==> config.mk <==
export PLATFORM = sky130hd
export DESIGN_NAME = mem_access_ctrl
export DESIGN_NICKNAME = d
export VERILOG_FILES = /design/src/rtl/mem_access_ctrl_pkg.sv /design/src/rtl/mem_access_ctrl.sv
export SDC_FILE = /design/constraint.sdc
export NUM_CORES = 1
export LEC_CHECK = 0
export CORE_AREA = 2 2 112 114
export CTS_CLUSTER_DIAMETER = 150
export CTS_CLUSTER_SIZE = 12
export DETAILED_ROUTE_END_ITERATION = 10
export DIE_AREA = 0 0 114 116
export PLACE_DENSITY = 0.82
export RECOVER_POWER = 50
export SYNTH_ARGS = -nofsm -noshare
export SYNTH_HDL_FRONTEND = slang
export SYNTH_SLANG_ARGS = --single-unit
==> constraint.sdc <==
create_clock -name clk -period 1.65 [get_ports clk]
set_input_delay 0.4125 -clock clk [delete_from_list [all_inputs] [get_ports clk]]
set_output_delay 0.4125 -clock clk [all_outputs]
set_load 0.005 [all_outputs]
==> src/rtl/mem_access_ctrl_pkg.sv <==
// rtl/mem_access_ctrl_pkg.sv - shared types and constants for the data-bus access controller
package mem_access_ctrl_pkg;

  localparam logic RST_ENABLE   = 1'b0;
  localparam logic FLUSH_ENABLE = 1'b1;

  typedef enum logic [1:0] {
    ST_IDLE  = 2'd0,
    ST_ADDR  = 2'd1,
    ST_DATA  = 2'd2,
    ST_DRAIN = 2'd3
  } mem_state_e;

  typedef struct packed {
    logic        wr;
    logic [1:0]  size;
    logic [31:0] addr;
    logic [31:0] wdata;
    logic [3:0]  wstrb;
  } mem_chan_t;

endpackage

==> src/rtl/mem_access_ctrl.sv <==
// rtl/mem_access_ctrl.sv - single-outstanding data-bus sequencer with pipeline stall/flush control
module mem_access_ctrl
  import mem_access_ctrl_pkg::*;
(
  input  logic        clk,
  input  logic        rst,
  input  logic        EXE_MemReq,
  input  logic        EXE_MemWr,
  input  logic [1:0]  EXE_MemSize,
  input  logic [31:0] EXE_MemAddr,
  input  logic [31:0] EXE_MemWData,
  input  logic [3:0]  EXE_MemWStrb,
  input  logic        Exception_Flush,
  output logic        data_req,
  output logic        data_wr,
  output logic [1:0]  data_size,
  output logic [31:0] data_addr,
  output logic [31:0] data_wdata,
  output logic [3:0]  data_wstrb,
  input  logic        data_addr_ok,
  input  logic        data_data_ok,
  input  logic [31:0] data_rdata,
  output logic        EXE_Wr,
  output logic        MEM_Wr,
  output logic        MEM_Flush,
  output logic        WB_Flush,
  output logic [31:0] WB_RData,
  output logic        Mem_Busy
);

  mem_state_e  state_q, state_d;
  logic        cancel_q, cancel_d;
  mem_chan_t   chan_q, chan_d;
  logic [31:0] wb_rdata_q, wb_rdata_d;

  mem_chan_t   exe_chan, chan_o;
  logic        flush, in_window, issue, in_reset;

  assign exe_chan  = '{wr: EXE_MemWr, size: EXE_MemSize, addr: EXE_MemAddr,
                       wdata: EXE_MemWData, wstrb: EXE_MemWStrb};
  assign flush     = (Exception_Flush == FLUSH_ENABLE);
  assign in_reset  = (rst == RST_ENABLE);
  // A new request may go out while idle, or in the very cycle the previous one completes.
  assign in_window = (state_q == ST_IDLE) || ((state_q == ST_DATA) && data_data_ok);
  assign issue     = in_window && EXE_MemReq && !flush;

  always_ff @(posedge clk) begin
    if (in_reset) begin
      state_q    <= ST_IDLE;
      cancel_q   <= 1'b0;
      chan_q     <= '0;
      wb_rdata_q <= 32'h0;
    end else begin
      state_q    <= state_d;
      cancel_q   <= cancel_d;
      chan_q     <= chan_d;
      wb_rdata_q <= wb_rdata_d;
    end
  end

  always_comb begin
    state_d    = state_q;
    cancel_d   = 1'b0;
    chan_d     = chan_q;
    wb_rdata_d = wb_rdata_q;
    if (issue) chan_d = exe_chan;
    case (state_q)
      ST_IDLE: begin
        if (issue) state_d = data_addr_ok ? ST_DATA : ST_ADDR;
      end
      ST_ADDR: begin
        // A flush seen while waiting for acceptance turns the eventual response into a discard.
        if (data_addr_ok) state_d = (cancel_q || flush) ? ST_DRAIN : ST_DATA;
        else              cancel_d = cancel_q || flush;
      end
      ST_DATA: begin
        if (data_data_ok) begin
          if (!chan_q.wr) wb_rdata_d = data_rdata;
          if (issue) state_d = data_addr_ok ? ST_DATA : ST_ADDR;
          else       state_d = ST_IDLE;
        end else if (flush) begin
          state_d = ST_DRAIN;
        end
      end
      ST_DRAIN: begin
        if (data_data_ok) state_d = ST_IDLE;
      end
      default: state_d = ST_IDLE;
    endcase
  end

  always_comb begin
    data_req  = 1'b0;
    chan_o    = in_window ? exe_chan : chan_q;
    EXE_Wr    = 1'b1;
    MEM_Wr    = 1'b1;
    MEM_Flush = 1'b0;
    WB_Flush  = 1'b0;
    case (state_q)
      ST_IDLE, ST_DATA: begin
        if (state_q == ST_DATA && !data_data_ok) begin
          EXE_Wr   = 1'b0;
          MEM_Wr   = 1'b0;
          WB_Flush = 1'b1;
        end else if (issue) begin
          data_req = 1'b1;
          if (!data_addr_ok) begin
            EXE_Wr    = 1'b0;
            MEM_Flush = 1'b1;
          end
        end
      end
      ST_ADDR: begin
        data_req = 1'b1;
        if (!data_addr_ok) begin
          EXE_Wr    = 1'b0;
          MEM_Flush = 1'b1;
        end
      end
      default: begin
        EXE_Wr    = 1'b0;
        MEM_Flush = 1'b1;
        WB_Flush  = 1'b1;
      end
    endcase
    if (flush) MEM_Flush = 1'b1;
    if (in_reset) begin
      data_req  = 1'b0;
      EXE_Wr    = 1'b1;
      MEM_Wr    = 1'b1;
      MEM_Flush = 1'b0;
      WB_Flush  = 1'b0;
    end
  end

  assign data_wr    = chan_o.wr;
  assign data_size  = chan_o.size;
  assign data_addr  = chan_o.addr;
  assign data_wdata = chan_o.wdata;
  assign data_wstrb = chan_o.wstrb;
  assign WB_RData   = wb_rdata_q;
  assign Mem_Busy   = !in_reset && (state_q != ST_IDLE);

endmodule

==> flow_metrics.py <==
metrics = {
    "place": {
        "dp_hpwl_um": 10100,
        "placed_cells": 943,
        "gp_congestion": 0.821,
        "numPortBuffers": 217,
        "place_ws_ns": -0.989,
    },
    "synth": {
        "synth_top_family_by_area": "multiplexers",
        "yosys_warnings": 0,
        "synthArstFlopShare_pct": 0,
        "synth_edf_count": 0,
        "synthAdderAreaFrac_pct": 0,
        "ys_ff_latch": 106,
        "syn-num-nets": 676,
        "synth_cell_types": 33,
        "synth_top_area_share_pct": 41.9,
        "synthMuxAreaShare_pct": 29.8,
        "seq_area_frac_synth_pct": 41.9,
        "yosys.area.top_type": "dfxtp_1",
        "synth_commonest_cells": "nand2_1 (208), dfxtp_1 (106), mux2i_1 (71)",
        "syn-instance-count": 567,
        "synth_area_um2": 5070,
        "synth_compound_area_share_pct": 4.67,
        "synth_xor_area_share_pct": 0,
        "synth_most_common_cell": "nand2_1",
        "synthTopCellsByArea": "dfxtp_1 (42%), nand2_1 (15%), mux2_2 (14%)",
        "ys.flop_type": "dfxtp_1",
        "avgSynthCellArea_um2": 8.93,
        "synth-simple-area-share_pct": 18.2,
    },
    "die": {
        "rows": 40,
        "die_w_um": 114,
        "core_um2": 11900,
        "pin_count": 218,
        "die_area_um2": 13200,
        "die_h_um": 116,
        "start_util_pct": 42.5,
    },
    "hold_path": {
        "hold_path.class": "reg2reg",
        "hold_depth": 2,
    },
    "clocking": {
        "cts_num_sinks": 106,
        "ctsRootBufferMaster": "clkbuf_16",
        "cts_tree": "yes",
        "clkTransAtPathRegs_ns": 0.07,
        "numCtsBuffers": 9,
        "postCtsHoldBufs": 0,
        "clock_latency_ns": 0.33,
        "cts_buffer_depth": 2,
        "htreeDepth": 3,
    },
    "cells_and_area": {
        "final_util_pct": 73.7,
        "layout.nets": 950,
        "n_antenna_cell": 0,
        "drive_gt1_share_pct": 32.5,
        "layout.cells.non_filler": 993,
        "area_growth_pct": 73.2,
    },
    "detailed_routing": {
        "routed_wl_um": 16300,
        "drt_drc_violations_left": 0,
        "drtAntennaViolNets": 0,
        "viasPerCell": 5.00,
        "vias": 4961,
        "drt-initial-drc-count": 259,
        "drt_pass1_iterations": 4,
        "wl_per_cell_um": 16.4,
    },
    "timing": {
        "final.min_clock_period_ns": 2.22,
        "final.setup_skew_ns": 0.00971,
        "hold_viol_final": 0,
        "report.final.slew_viol_count": 0,
        "max_slew_margin_pct": 54.0,
        "setup_tns_ns": -35.58,
        "setup_viol": 77,
        "rsz0062_at_grt": "true",
        "min_period_over_period_pct": 135,
        "fin_ws_ns": -0.572,
        "fmaxAchievable_mhz": 450,
        "fin_hold_ws_ns": 0.453,
        "tightest_slew_ns": 0.690,
    },
    "flow_run": {
        "max_cap_viol_count": 0,
    },
    "worst_setup_path": {
        "worstPathArrival_ns": 1.81,
        "startpoint_type": "flip-flop",
        "crit_path_max_fanout": 5,
        "cp_data_required_time_ns": 1.24,
        "crit_type": "reg2out",
        "worst_r2r_path_depth": 7,
        "end_kind": "output pin",
    },
    "global_route": {
        "grt_pass1_vias": 4969,
        "antenna_found_initial": 0,
        "grt_usage_pct": 22.1,
        "grt_overflow": 0,
        "grt_pass1_wl_um": 23400,
        "grt_max_degree": 75,
    },
    "pwr": {
        "vdd_drop_max_mv": 0.489,
        "p_per_area_nw_per_um2": 786,
        "p_leak_uw": 0.00385,
    },
    "outcome": {
        "violations": "setup timing",
        "status": "finished, violations left",
    },
}
-- area by class of cell --
cell class / instances / area, µm²
flip-flops and latches: 106 / 2130
inverters: 2 / 10.0
fillers: 835 / 3140
repair buffers: 308 / 3160
clock inverters: 4 / 51.3
well taps: 147 / 184
clock buffers: 12 / 246
multi-input cells: 414 / 3000
-- worst paths after layout --
| path | startpoint | end | slack (ns) |
|---|---|---|---|
| worst max-delay path | state_q[1]$_SDFFE_PN0P_ | data_wdata[19] | -0.57 |
| worst min-delay path | WB_RData[8]$_SDFFE_PN0P_ | WB_RData[8]$_SDFFE_PN0P_ | 0.45 |
| worst max register to register | state_q[1]$_SDFFE_PN0P_ | chan_q[70]$_SDFFE_PN0N_ | -0.07 |
| worst min register to register | WB_RData[8]$_SDFFE_PN0P_ | WB_RData[8]$_SDFFE_PN0P_ | 0.45 |
-- kinds of logic (layout without fill, tap and decap cells) --
logic type | count (synthesis) | in the layout
flip-flops | 106 | 106
buffers and inverters | 47 | 326
AND/OR/NAND/NOR | 229 | 229
AO/OA/AOI/OAI | 43 | 43
multiplexers | 142 | 142
-- flip-flops by register name, indices dropped and copies added, names as in the netlist --
| signal | cells |
|---|---|
| WB_RData | 32 |
| state_q | 2 |
| cancel_q | 1 |
| chan_q | 71 |
-- cells in the final DEF (no fill, tap or decap), types with 8 or more instances in the layout --
cell type,netlist,final
buf_12,0,13
buf_8,0,10
mux2i_1,71,71
nand2_1,208,208
buf_4,9,44
clkbuf_16,0,11
dfxtp_1,106,104
mux2_4,0,67
clkbuf_2,0,22
a21oi_1,35,32
buf_6,7,64
clkdlybuf4s50_1,0,135
buf_2,10,8
-- per-stage QoR --
stage / power, µW / instance area [µm²]
6_report: 6900 / 8770
5_1_grt: 7200 / 8770
4_1_cts: 6650 / 8370
3_5_place_dp: 4350 / 7700
3_3_place_gp: 4310 / 7700
2_1_floorplan: 3450 / 5070
-- critical path, cell delays in order, from the launching register on --
cell     delay (ns)
dfxtp_2        0.32
nor2b_4        0.13
nor2_4         0.11
buf_6          0.13
buf_6          0.12
buf_12         0.13
buf_8          0.11
mux2_4         0.31
buf_6          0.12
-- timing repair --
item,4_1_cts,5_1_grt
resized for setup,302,165
setup endpoints to repair,78,77
pin swaps,4,6
gates cloned,6,2
setup buffers,22,10
-- where the power goes --
group / total (µW) / leakage, µW / internal (µW) / switching (µW)
sequential: 2750 / 0.000864 / 2680 / 69.3
combinational: 2020 / 0.00284 / 1280 / 739
clock: 2130 / 0.000143 / 1220 / 911
total: 6900 / 0.00385 / 5180 / 1720
-- per-layer routing --
layer | wire [µm] | vias up | GRT usage, %
met5 | 0 | - | 0
met1 | 6590 | 2302 | 25.4
met2 | 8350 | 192 | 41.7
met3 | 859 | 37 | 3.29
li1 | - | 2430 | -
met4 | 463 | 0 | 7.40
Power figures use the tool's default switching activity.
